--- src/rtl/pwm_ramp_sequencer.sv ---
// Single-channel PWM with a soft-start / hold / soft-stop duty sequencer.
// One shared timer paces both the duty steps and the hold interval.
module pwm_ramp_sequencer #(
  parameter int PWM_BITS    = 8,
  parameter int MAX_DUTY    = 255,
  parameter int STEP_DIV    = 1_000_000,
  parameter int HOLD_CYCLES = 300_000_000
) (
  input  logic                clk,
  input  logic                rst,
  input  logic                start,
  input  logic                abort,
  output logic [PWM_BITS-1:0] duty,
  output logic                pwm_out,
  output logic                busy,
  output logic                done,
  output logic [1:0]          state
);

  localparam int TMAX = (STEP_DIV > HOLD_CYCLES) ? STEP_DIV : HOLD_CYCLES;
  localparam int TW   = (TMAX > 1) ? $clog2(TMAX) : 1;

  localparam logic [TW-1:0]       STEP_LAST = TW'(STEP_DIV - 1);
  localparam logic [TW-1:0]       HOLD_LAST = TW'(HOLD_CYCLES - 1);
  localparam logic [PWM_BITS-1:0] DUTY_MAX  = PWM_BITS'(MAX_DUTY);
  localparam logic [PWM_BITS-1:0] DUTY_ONE  = PWM_BITS'(1);

  typedef enum logic [1:0] {
    S_IDLE = 2'd0,
    S_UP   = 2'd1,
    S_HOLD = 2'd2,
    S_DOWN = 2'd3
  } state_t;

  state_t              r_state;
  logic [PWM_BITS-1:0] r_duty;
  logic [TW-1:0]       r_tcnt;
  logic                r_done;
  logic [PWM_BITS-1:0] r_pcnt;
  logic                r_pwm;

  state_t              w_state_next;
  logic [PWM_BITS-1:0] w_duty_next;
  logic [TW-1:0]       w_tcnt_next;
  logic                w_done_next;
  logic                w_step;
  logic                w_hold_end;

  assign w_step     = (r_tcnt == STEP_LAST);
  assign w_hold_end = (r_tcnt == HOLD_LAST);

  always_comb begin
    w_state_next = r_state;
    w_duty_next  = r_duty;
    w_tcnt_next  = r_tcnt + 1'b1;
    w_done_next  = 1'b0;
    case (r_state)
      S_IDLE: begin
        w_tcnt_next = '0;
        if (start) begin
          w_state_next = S_UP;
        end
      end
      S_UP: begin
        if (w_step) begin
          w_tcnt_next = '0;
          // A retrigger can re-enter the ramp already at the ceiling; never step past it.
          if (r_duty >= DUTY_MAX) begin
            w_state_next = S_HOLD;
          end else begin
            w_duty_next = r_duty + 1'b1;
            if (w_duty_next == DUTY_MAX) begin
              w_state_next = S_HOLD;
            end
          end
        end
        // Abort overrides the destination but a coincident step still lands.
        if (abort) begin
          w_state_next = S_DOWN;
          w_tcnt_next  = '0;
        end
      end
      S_HOLD: begin
        if (abort) begin
          w_state_next = S_DOWN;
          w_tcnt_next  = '0;
        end else if (start) begin
          w_tcnt_next = '0;
        end else if (w_hold_end) begin
          w_state_next = S_DOWN;
          w_tcnt_next  = '0;
        end
      end
      S_DOWN: begin
        if (start) begin
          w_state_next = S_UP;
          w_tcnt_next  = '0;
        end else if (w_step) begin
          w_tcnt_next = '0;
          if (r_duty <= DUTY_ONE) begin
            w_duty_next  = '0;
            w_state_next = S_IDLE;
            w_done_next  = 1'b1;
          end else begin
            w_duty_next = r_duty - 1'b1;
          end
        end
      end
      default: begin
        w_state_next = S_IDLE;
        w_duty_next  = '0;
        w_tcnt_next  = '0;
      end
    endcase
  end

  always_ff @(posedge clk) begin
    if (rst) begin
      r_state <= S_IDLE;
      r_duty  <= '0;
      r_tcnt  <= '0;
      r_done  <= 1'b0;
    end else begin
      r_state <= w_state_next;
      r_duty  <= w_duty_next;
      r_tcnt  <= w_tcnt_next;
      r_done  <= w_done_next;
    end
  end

  // PWM compares against the registered duty, so pwm_out trails duty by one cycle.
  always_ff @(posedge clk) begin
    if (rst) begin
      r_pcnt <= '0;
      r_pwm  <= 1'b0;
    end else begin
      r_pcnt <= r_pcnt + 1'b1;
      r_pwm  <= (r_pcnt < r_duty);
    end
  end

  assign duty    = r_duty;
  assign pwm_out = r_pwm;
  assign busy    = (r_state != S_IDLE);
  assign done    = r_done;
  assign state   = r_state;

endmodule

--- config.mk ---
export PLATFORM = sky130hd
export DESIGN_NAME = pwm_ramp_sequencer
export DESIGN_NICKNAME = d
export VERILOG_FILES = /design/src/rtl/pwm_ramp_sequencer.sv
export SDC_FILE = /design/constraint.sdc
export NUM_CORES = 1
export LEC_CHECK = 0
export BUFFER_PORTS_ARGS = -buffer_cell sky130_fd_sc_hd__buf_2
export CORE_MARGIN = 2
export CORE_UTILIZATION = 45
export CTS_BUF_LIST = sky130_fd_sc_hd__clkbuf_4
export DETAILED_ROUTE_END_ITERATION = 10
export PLACE_DENSITY = 0.7
export SLEW_MARGIN = 15
export SYNTH_ARGS = -nofsm -noshare
export SYNTH_HDL_FRONTEND = slang
export SYNTH_SLANG_ARGS = --single-unit
--- constraint.sdc ---
create_clock -name clk -period 2.33 [get_ports clk]
set_input_delay 0.1165 -clock clk [delete_from_list [all_inputs] [get_ports clk]]
set_output_delay 0.1165 -clock clk [all_outputs]
set_load 0.01 [all_outputs]
After elaboration in Yosys (flattened, before gate mapping)
Index checks and enable logic that the tools add are counted.
{"block": "word_totals", "reg_bits": 49, "out_inout_bits": 13, "in_bits": 4, "elab_cells": 64}
{"block": "classes", "n_mux": 26, "add_sub_neg": 4, "bitwise": 2, "n_reduce_logical": 6, "magnitude_cmp": 3, "n_eq_ne": 17}
{"cell": "2-to-1 mux 29 bit", "count": 6}
{"cell": "one-hot mux 29 bit (4 select lines)", "count": 1}
{"cell": "2-to-1 mux 8 bit", "count": 5}
{"cell": "adder 29 x 1 -> 29 bit, second input constant", "count": 1}
{"cell": "equality test 29 x 20 -> 1 bit, second input constant", "count": 1}
{"cell": "equality test 29 bit, second input constant", "count": 1}
{"cell": "2-to-1 mux 2 bit", "count": 11}
{"cell": "adder 8 x 1 -> 8 bit, second input constant", "count": 2}
{"cell": "one-hot mux 8 bit (2 select lines)", "count": 1}
{"cell": "!= test 3 bit, second input constant", "count": 5}
{"cell": "!= test 2 bit, second input constant", "count": 5}
{"cell": "equality test 8 bit, second input constant", "count": 1}
{"cell": ">= comparator 8 bit, second input constant", "count": 1}
{"cell": "<= comparator 8 x 1 -> 1 bit, second input constant", "count": 1}
{"cell": "< comparator 8 bit", "count": 1}
{"cell": "one-hot mux 2 bit (4 select lines)", "count": 1}
{"cell": "subtractor 8 x 1 -> 8 bit, second input constant", "count": 1}
{"cell": "AND reduction 7 bit", "count": 1}
{"cell": "AND reduction 5 bit", "count": 1}
{"cell": "equality test 2 bit, second input constant", "count": 2}
{"cell": "!= test 4 bit, second input constant", "count": 1}
{"cell": "nonzero test 2 bit", "count": 2}
{"cell": "OR reduction 4 bit", "count": 1}
{"cell": "equality test 2 x 1 -> 1 bit, second input constant", "count": 1}
{"cell": "other kinds (3)", "count": 4}

Depth between registers and ports, before layout
Gate-level depths: netlist of the first run.
{"block": "depth", "word_depth": 7, "depth_mapped": 9, "depth_no_buf": 8}

Least setup slack after synthesis of the first run
OpenSTA, ideal clock, no wires.
{"block": "synth_timing", "path_kind": "register to register", "from": "register r_duty[7] (netlist: duty[7])", "to": "register r_state[0] (netlist: state[0])", "setup_time_ns": 0.088, "period_less_slack_ns": 2.119, "path_buffers": 1, "path_slack_ns": 0.211, "t_required_ns": 2.242, "t_arrival_ns": 2.030, "stages_incl_launch_ff": 8, "path_cell_list": "dfxtp_1 -> buf_6 -> or4_4 -> or3_4 -> a21oi_2 -> o221a_2 -> a21oi_2 -> a311oi_2"}
{"block": "synth_between", "elab_chain_len": 5, "elab_cells_between_ends": 11, "classes_between": "add/sub (1); order compare (2); eq/ne (3); mux (4); reduce/logical (1)"}
{"item": "start, declared", "line_no": "36", "rtl": "logic [PWM_BITS-1:0] r_duty;"}
{"item": "start signal, assigned", "line_no": "125", "rtl": "r_duty <= w_duty_next;"}
{"item": "parallel branches: the longest is 5 deep, another holds adder 8 x 1 -> 8 bit"}
{"item": "end signal, assigned", "line_no": "124", "rtl": "r_state <= w_state_next;"}
{"item": "end, declared", "line_no": "35", "rtl": "state_t r_state;"}
Parallel ways; which one is timed is not known. The select of a mux whose other input is x is not followed.
A chain may end at the register's enable or synchronous reset.

Final worst setup path of the first run
{"block": "layout_timing", "from": "register r_duty[0] (netlist: duty[0])", "to": "register r_state[0] (netlist: state[0])"}
Same word-level chain as after synthesis.

==> impl_metrics.csv, run 1 <==
group,metric,value,unit
power_and_ir_drop,total_power,1.94,mW
cells_and_area,instances_no_fill,454,
timing,min_period,2.18,ns
timing,holdWs,0.0255,ns
worst_setup_path,path_class,"flip-flop to flip-flop",
detailed_routing,ant_nets,0,
worst_hold_path,hold_class,"input port to flip-flop",
power_and_ir_drop,peakVddDrop,0.426,mV
clocking,numCtsBuffers,5,
clocking,clock_latency,0.38,ns
logic_synthesis,syn_nets,376,
clocking,cts-root-buf,"clkbuf_4",
placement,dpl_cell_area,0.00312,mm2
clocking,post_cts_buffers,0,
floorplanning,die_width,84.2,um
cells_and_area,num-nets-final,398,
flow_run,cap_violations,0,
worst_setup_path,worstPathCellList,"ha_1 > and3_1 > xnor2_1 > o2111ai_1 > o21a_1 > nor2_1 > a311oi_2",
placement,dp_slack,0.167,ns
clocking,path_clk_slew,0.17,ns
placement,gp_congestion,0.835,
timing,setup_tns,0,ns
logic_synthesis,avgSynthCellArea,8.18,um2
worst_setup_path,end_kind,"flip-flop",
power_and_ir_drop,power_leakage,1.15,nW
cells_and_area,regArea,982,um2
outcome,outcome,"finished clean",
floorplanning,core.rowCount,29,
logic_synthesis,synth_cells,354,
floorplanning,start_util,0.461,
detailed_routing,vias,2552,
timing,finalSetupViolCount,0,
logic_synthesis,yosysUniqueCellTypes,60,
logic_synthesis,synth_edf_count,0,
timing,worst_slew_pin_slew,0.638,ns
cells_and_area,fillers,620,
timing,slew_violations,0,
clocking,postCtsHoldBufs,0,
timing,rsz0062_at_grt,"no",
worst_setup_path,critPathSlowestCell,"dfxtp_1",
grt,grtUsageTotal,0.186,
floorplanning,dieArea,0.00709,mm2
worst_setup_path,crit_fanout,11,
timing,relSlewSlack,0.572,
worst_setup_path,start_kind,"flip-flop",
logic_synthesis,yosys_warnings,0,
grt,overflow,0,
detailed_routing,wl_per_cell,14.3,um
floorplanning,fp.dieH,84.2,um
cells_and_area,post-route-util,0.515,
detailed_routing,drt-vias-per-instance,5.62,
detailed_routing,drt-initial-drc-count,98,
timing,fmax,460,MHz
floorplanning,core-area,0.00628,mm2
placement,dp.cells,446,
worst_setup_path,required,2.59,ns
clocking,clkSinkCount,49,
logic_synthesis,syn-cell-area,0.00290,mm2
worst_setup_path,cp.arrival,2.43,ns
cells_and_area,final_area,0.00323,mm2
logic_synthesis,synth_ff_type,"dfxtp_1",
timing,finalHoldViolCount,0,
clocking,cts_resized,0,
placement,portBuffers,16,
detailed_routing,drt_pass1_iterations,4,
grt,first_global_vias,2400,
cells_and_area,area_growth,11.6,%
worst_setup_path,cpPeakStageDelay,0.59,ns
timing,fin_skew,0.0344,ns
floorplanning,boundaryPins,17,
cells_and_area,diodes,0,
clocking,clock_path_buffers,2,
power_and_ir_drop,power.density,601,mW/mm2
grt,grt_max_degree,30,
grt,antenna_found_initial,0,
clocking,cts_tree,"done",
detailed_routing,wirelength,6470,um
detailed_routing,drc_errors,0,
logic_synthesis,ys_async_sr_fraction,0,
grt,grt_pass1_wl,11000,um
placement,dp_hpwl,4750,um
logic_synthesis,ys_ff_latch,49,
cells_and_area,drive_gt1_frac,0.135,
timing,setup_ws,0.154,ns
timing,finalCritPeriodShare,0.934,
clocking,htreeDepth,2,
cells_and_area,multiInputGateArea,0.00179,mm2
logic_synthesis,ys_seq_area_frac,0.339,
[Yosys cell counts (all sizes together), types with 7 or more instances]
master  instances  area (um2)
a21oi          12        67.6
and3            8        50.1
clkbuf          8        30.0
dfxtp          49         981
ha             18         225
inv            18        67.6
nand2          18        67.6
nand3          28         140
nand4           9        56.3
nor2           55         206
nor3           10        50.1
nor4            7        50.1
o21ai          14        81.3
xnor2          11        96.3
xor2           23         201
[worst max-delay path: cells and delay by family (launching register included)]
kind,cells,cell delay [ns]
fa+ha+maj,1,0.27
simple gates,2,0.41
compound gates,3,0.63
xor+xnor,1,0.17
flops,1,0.59
[cell families after synthesis]
| logic type | share of synthesized area |
|---|---|
| buffers and inverters | 0.0458 |
| AND/OR/NAND/NOR | 0.281 |
| XOR/XNOR | 0.103 |
| AO/OA/AOI/OAI | 0.147 |
| flip-flops | 0.339 |
| multiplexers | 0.00734 |
| adder cells (fa/ha/maj) | 0.0778 |
[sequential cells by signal (all words and copies together), names as in the netlist]
register  flops
pwm_out       1
r_tcnt       29
state         2
done          1
r_pcnt        8
duty          8
[power breakdown]
group / leakage [nW] / internal (mW) / switching (mW) / total [mW]
logic: 0.697 / 0.167 / 0.243 / 0.410
registers: 0.396 / 0.866 / 0.0307 / 0.896
clock network: 0.0558 / 0.338 / 0.297 / 0.635
total: 1.15 / 1.37 / 0.571 / 1.94
[metal layers]
layer  part of all wire  up-vias  GRT usage  routed length, um
li1                   -     1303          -                  -
met1               0.47     1177      0.240               3050
met2               0.47       62      0.317               3050
met3              0.042       10     0.0265                269
met4              0.016        0     0.0660                105
met5                  0        -          0                  0
[path summary, 6_finish.rpt]
check | startpoint | endpoint | slack, ns | cells after the start
worst max-delay path | duty[0]$_SDFFE_PP0P_ | state[0]$_SDFFE_PP0P_ | 0.15 | 7
worst min-delay path | start | done$_SDFF_PP0_ | 0.03 | 2
worst max register to register | duty[0]$_SDFFE_PP0P_ | state[0]$_SDFFE_PP0P_ | 0.15 | 7
worst min register to register | r_tcnt[0]$_SDFF_PP0_ | r_tcnt[0]$_SDFF_PP0_ | 0.46 | 1
[placed cells by master (no fill, tap or decap), types with 5 or more instances in the layout]
cell | synthesis | routed
xnor2_1 | 11 | 11
clkbuf_4 | 0 | 5
xor2_1 | 23 | 23
buf_4 | 0 | 12
a21oi_1 | 10 | 10
inv_1 | 18 | 18
nand2_1 | 18 | 18
nand4_1 | 9 | 9
a211oi_1 | 5 | 5
nor2_1 | 55 | 55
dfxtp_1 | 49 | 48
buf_2 | 4 | 16
o21ai_0 | 11 | 11
ha_1 | 18 | 18
nor3_1 | 10 | 9
and3_1 | 8 | 7
nand3_1 | 28 | 28
nor4_1 | 6 | 6
[layout make-up]
| cell class | instances | share of cell area |
|---|---|---|
| well taps | 77 | 0.0298 |
| repair buffers | 29 | 0.0588 |
| multi-input cells | 273 | 0.554 |
| inverters | 18 | 0.0209 |
| flip-flops and latches | 49 | 0.304 |
| clock buffers | 5 | 0.0116 |
| clock inverters | 3 | 0.0213 |
(Power assumes the default switching activity.)
==> run 2, diff against run 1 <==
- CORE_ASPECT_RATIO: default -> 2
==> impl_metrics.csv, run 2 (synthesized netlist as in run 1, its figures left out) <==
group,metric,value,unit
cells_and_area,mostFrequentLayoutCells,"55 x nor2_1, 49 x dfxtp_1, 27 x nand3_1",
detailed_routing,drt-initial-drc-count,123,
worst_setup_path,start_kind,"flip-flop",
clocking,path_clk_slew,0.16,ns
timing,relSlewSlack,0.595,
floorplanning,core-area,0.00626,mm2
outcome,outcome,"finished clean",
cells_and_area,num-nets-final,400,
clocking,clkSinkCount,49,
timing,slew_violations,0,
placement,dpl_cell_area,0.00314,mm2
worst_setup_path,required,2.67,ns
cells_and_area,largest_reg_flops,29,
timing,finalCritPeriodShare,0.928,
detailed_routing,wirelength,7160,um
clocking,htreeDepth,2,
flow_run,cap_violations,0,
grt,grt_pass1_wl,12000,um
clocking,postCtsHoldBufs,0,
floorplanning,boundaryPins,17,
floorplanning,start_util,0.463,
timing,worst_slew_pin_slew,0.605,ns
timing,min_period,2.16,ns
clocking,numCtsBuffers,5,
grt,grtUsageTotal,0.219,
clocking,cts_tree,"done",
timing,finalHoldViolCount,0,
power_and_ir_drop,power.density,542,mW/mm2
grt,antenna_found_initial,0,
cells_and_area,layout_commonest_cell,"nor2_1",
worst_setup_path,crit_fanout,7,
placement,dp.cells,457,
timing,fmax,462,MHz
detailed_routing,drt_pass1_iterations,4,
worst_setup_path,path_class,"flip-flop to flip-flop",
worst_setup_path,cp.arrival,2.51,ns
floorplanning,fp.dieH,117,um
detailed_routing,wl_per_cell,15.4,um
clocking,clock_path_buffers,2,
placement,dp_hpwl,5490,um
cells_and_area,diodes,0,
floorplanning,core.rowCount,41,
timing,setup_tns,0,ns
timing,finalSetupViolCount,0,
timing,fin_skew,0.0254,ns
detailed_routing,drt-vias-per-instance,5.70,
placement,portBuffers,16,
cells_and_area,area_growth,11.0,%
clocking,clock_latency,0.40,ns
worst_setup_path,end_kind,"flip-flop",
power_and_ir_drop,power_leakage,1.14,nW
cells_and_area,drive_gt1_frac,0.140,
detailed_routing,vias,2652,
power_and_ir_drop,total_power,1.74,mW
grt,first_global_vias,2654,
cells_and_area,top_register,"r_tcnt",
worst_hold_path,hold_class,"input port to flip-flop",
detailed_routing,ant_nets,0,
floorplanning,dieArea,0.00713,mm2
power_and_ir_drop,peakVddDrop,0.582,mV
floorplanning,die_width,60.7,um
placement,gp_congestion,0.972,
grt,overflow,0,
cells_and_area,instances_no_fill,465,
detailed_routing,drc_errors,0,
grt,grt_max_degree,22,
clocking,cts-root-buf,"clkbuf_4",
timing,rsz0062_at_grt,"no",
cells_and_area,final_area,0.00322,mm2
-- run 2: cell count changes in the layout (fill, tap and decap cells not counted) --
cell,change
clkinv_2,+1
nand3_1,-1
bufinv_16,-2
dfxtp_1,+1
clkinv_4,+2
inv_6,-1
buf_4,+2
nand3_2,+1
dfxtp_2,-1
-- run 2: path summary, 6_finish.rpt --
check / from / end / slack [ns] / cells past startpoint
worst min-delay path: rst / r_pcnt[0]$_SDFF_PP0_ / 0.11 / 2
worst min register to register: r_pcnt[0]$_SDFF_PP0_ / r_pcnt[0]$_SDFF_PP0_ / 0.48 / 1
worst max register to register: duty[6]$_SDFFE_PP0P_ / done$_SDFF_PP0_ / 0.17 / 5
worst max-delay path: duty[6]$_SDFFE_PP0P_ / done$_SDFF_PP0_ / 0.17 / 5
-- run 2: stage by stage --
stage                     hold slack, ns  worst slack [ns]  utilization
after global placement             0.436             0.194        0.502
after floorplan                    0.315             0.211            -
after CTS                          0.111            0.0900        0.512
final                              0.111             0.167        0.514
after global routing               0.131            0.0116        0.514
after detailed placement           0.450             0.128        0.502
-- run 2: worst max-delay path, stage by stage, from the launching register on --
cell	delay (ns)
dfxtp_1	0.41
or4_4	0.55
or3_4	0.43
nor3_1	0.14
nor4b_1	0.39
buf_4	0.18
-- run 2: routing by layer --
layer | GRT usage | part of all wire
met1 | 0.219 | 0.36
met2 | 0.390 | 0.56
met3 | 0.0440 | 0.032
met4 | 0.126 | 0.052
met5 | 0 | 0
-- run 2: power by group --
| group | internal [mW] | leakage, nW | switching, mW | total (mW) |
|---|---|---|---|---|
| Clock | 0.120 | 0.0352 | 0.293 | 0.413 |
| Combinational | 0.181 | 0.705 | 0.255 | 0.436 |
| Sequential | 0.864 | 0.396 | 0.0297 | 0.894 |
-- run 2: cell type report --
type | instances | area, um2
clock buffer | 5 | 37.5
clock inverter | 3 | 22.5
fill | 656 | 3040
inverter | 18 | 67.6
multi-input combinational | 273 | 1790
sequential | 49 | 981
tap | 86 | 108
timing repair buffer | 31 | 205
-- run 2: repair_timing --
action / 4_1_cts / 5_1_grt
setup endpoints to repair: 0 / 8
buffers inserted: 0 / 0
gates resized for setup: 0 / 3
==> run 3, diff against run 2 <==
- RECOVER_POWER: default -> 25
==> impl_metrics.csv, run 3 (synthesized netlist as in run 1, its figures left out) <==
group,metric,value,unit
grt,grt_pass1_wl,12000,um
power_and_ir_drop,power_leakage,1.11,nW
detailed_routing,top_layer,"met4",
worst_setup_path,critPathCapture,"state[0]$_SDFFE_PP0P_",
grt,grtUsageTotal,0.219,
detailed_routing,drt-initial-drc-count,110,
grt,overflow,0,
floorplanning,core-area,0.00626,mm2
detailed_routing,drt_pass1_iterations,4,
flow_run,cap_violations,0,
worst_setup_path,cpPeakStageDelay,0.41,ns
worst_setup_path,cp.arrival,2.49,ns
timing,rsz0062_at_grt,"no",
cells_and_area,mostFrequentLayoutCells,"55 x nor2_1, 49 x dfxtp_1, 27 x nand3_1",
worst_setup_path,crit_fanout,11,
timing,setup_tns,0,ns
clocking,postCtsHoldBufs,0,
clocking,path_clk_slew,0.16,ns
worst_setup_path,start_kind,"flip-flop",
clocking,htreeDepth,2,
cells_and_area,drive_gt1_frac,0.121,
cells_and_area,top_register,"r_tcnt",
timing,worst_slew_pin_slew,0.635,ns
grt,first_global_vias,2654,
detailed_routing,drc_errors,0,
detailed_routing,wirelength_met1,2570,um
cells_and_area,num-nets-final,400,
worst_setup_path,cp.buffers_inverters,2,
cells_and_area,largest_reg_flops,29,
timing,finalHoldViolCount,0,
cells_and_area,diodes,0,
clocking,post_cts_buffers,0,
outcome,outcome,"finished clean",
cells_and_area,final_area,0.00320,mm2
worst_setup_path,required,2.62,ns
timing,fin_skew,0.0262,ns
floorplanning,boundaryPins,17,
clocking,clock_latency,0.40,ns
timing,relSlewSlack,0.574,
cells_and_area,post-route-util,0.512,
detailed_routing,drt-vias-per-instance,5.70,
clocking,cts_resized,0,
timing,min_period,2.21,ns
worst_hold_path,hold_class,"input port to flip-flop",
detailed_routing,vias,2649,
clocking,clock_path_buffers,2,
timing,holdWs,0.110,ns
worst_setup_path,r2r_cells,7,
worst_setup_path,r2r_start,"duty[4]$_SDFFE_PP0P_",
placement,dp_hpwl,5490,um
worst_setup_path,worstSetupStartpoint,"duty[4]$_SDFFE_PP0P_",
timing,finalCritPeriodShare,0.947,
detailed_routing,wl_met2,3970,um
clocking,numCtsBuffers,5,
floorplanning,start_util,0.463,
clocking,cts_tree,"done",
cells_and_area,layout_commonest_cell,"nor2_1",
worst_setup_path,r2r_slack,0.12,ns
worst_setup_path,path_class,"flip-flop to flip-flop",
worst_setup_path,r2r-end,"state[0]$_SDFFE_PP0P_",
clocking,clkSinkCount,49,
timing,fmax,453,MHz
power_and_ir_drop,peakVddDrop,0.582,mV
grt,antenna_found_initial,0,
placement,portBuffers,16,
worst_setup_path,path_delay_family,"buffers and inverters",
timing,finalSetupViolCount,0,
worst_setup_path,worstPathCellList,"clkbuf_1 > inv_1 > or3_1 > a22o_1 > o21a_1 > nor2_1 > a311oi_2",
placement,gp_congestion,0.972,
clocking,cts-root-buf,"clkbuf_4",
detailed_routing,wirelength,7170,um
detailed_routing,ant_nets,0,
grt,grt_max_degree,22,
detailed_routing,wl_per_cell,15.4,um
floorplanning,die_width,60.7,um
worst_setup_path,end_kind,"flip-flop",
power_and_ir_drop,power.density,544,mW/mm2
cells_and_area,area_growth,10.5,%
placement,dpl_cell_area,0.00314,mm2
timing,slew_violations,0,
worst_setup_path,critPathSlowestCell,"or3_1",
floorplanning,dieArea,0.00713,mm2
floorplanning,core.rowCount,41,
worst_setup_path,crit_cells,7,
detailed_routing,met3_length,247,um
floorplanning,fp.dieH,117,um
-- run 3: cell types whose count changed in the layout (fill, tap and decap cells not counted) --
cell | before | now
buf_2 | 16 | 11
buf_4 | 14 | 12
clkbuf_1 | 0 | 7
-- run 3: worst min path at each step --
| stage | to | cells after the start | slack, ns | start |
|---|---|---|---|---|
| 3_5_place_dp | r_pcnt[0]$_SDFF_PP0_ | 1 | 0.45 | r_pcnt[0]$_SDFF_PP0_ |
| 3_3_place_gp | r_pcnt[0]$_SDFF_PP0_ | 1 | 0.44 | r_pcnt[0]$_SDFF_PP0_ |
| 4_1_cts | r_pcnt[0]$_SDFF_PP0_ | 2 | 0.11 | rst |
| 6_report | r_pcnt[0]$_SDFF_PP0_ | 2 | 0.11 | rst |
| 2_1_floorplan | done$_SDFF_PP0_ | 2 | 0.32 | rst |
| 5_1_grt | r_pcnt[3]$_SDFF_PP0_ | 2 | 0.13 | rst |
-- run 3: area by class of cell --
class,count,area (um2)
clock buffers,5,37.5
clock inverters,3,22.5
fillers,661,3060
inverters,18,67.6
multi-input cells,273,1790
flip-flops and latches,49,981
well taps,86,108
repair buffers,31,191
-- run 3: per-stage QoR --
| step | power (mW) | cells | setup slack [ns] |
|---|---|---|---|
| detailed placement | 1.35 | 457 | 0.128 |
| finish | 1.74 | 465 | 0.124 |
| floorplan | 1.21 | 354 | 0.211 |
| global route | 1.85 | 465 | 0.0116 |
| global placement | 1.34 | 457 | 0.194 |
| CTS | 1.76 | 465 | 0.0900 |
-- run 3: metal layers --
layer  global-route usage  vias up
li1                     -     1310
met1                0.219     1242
met2                0.390       70
met3               0.0440       27
met4                0.126        0
met5                    0        -
-- run 3: report_power, final --
part	internal [mW]	switching (mW)
Clock	0.120	0.294
Combinational	0.177	0.255
Sequential	0.864	0.0300
Total	1.16	0.579
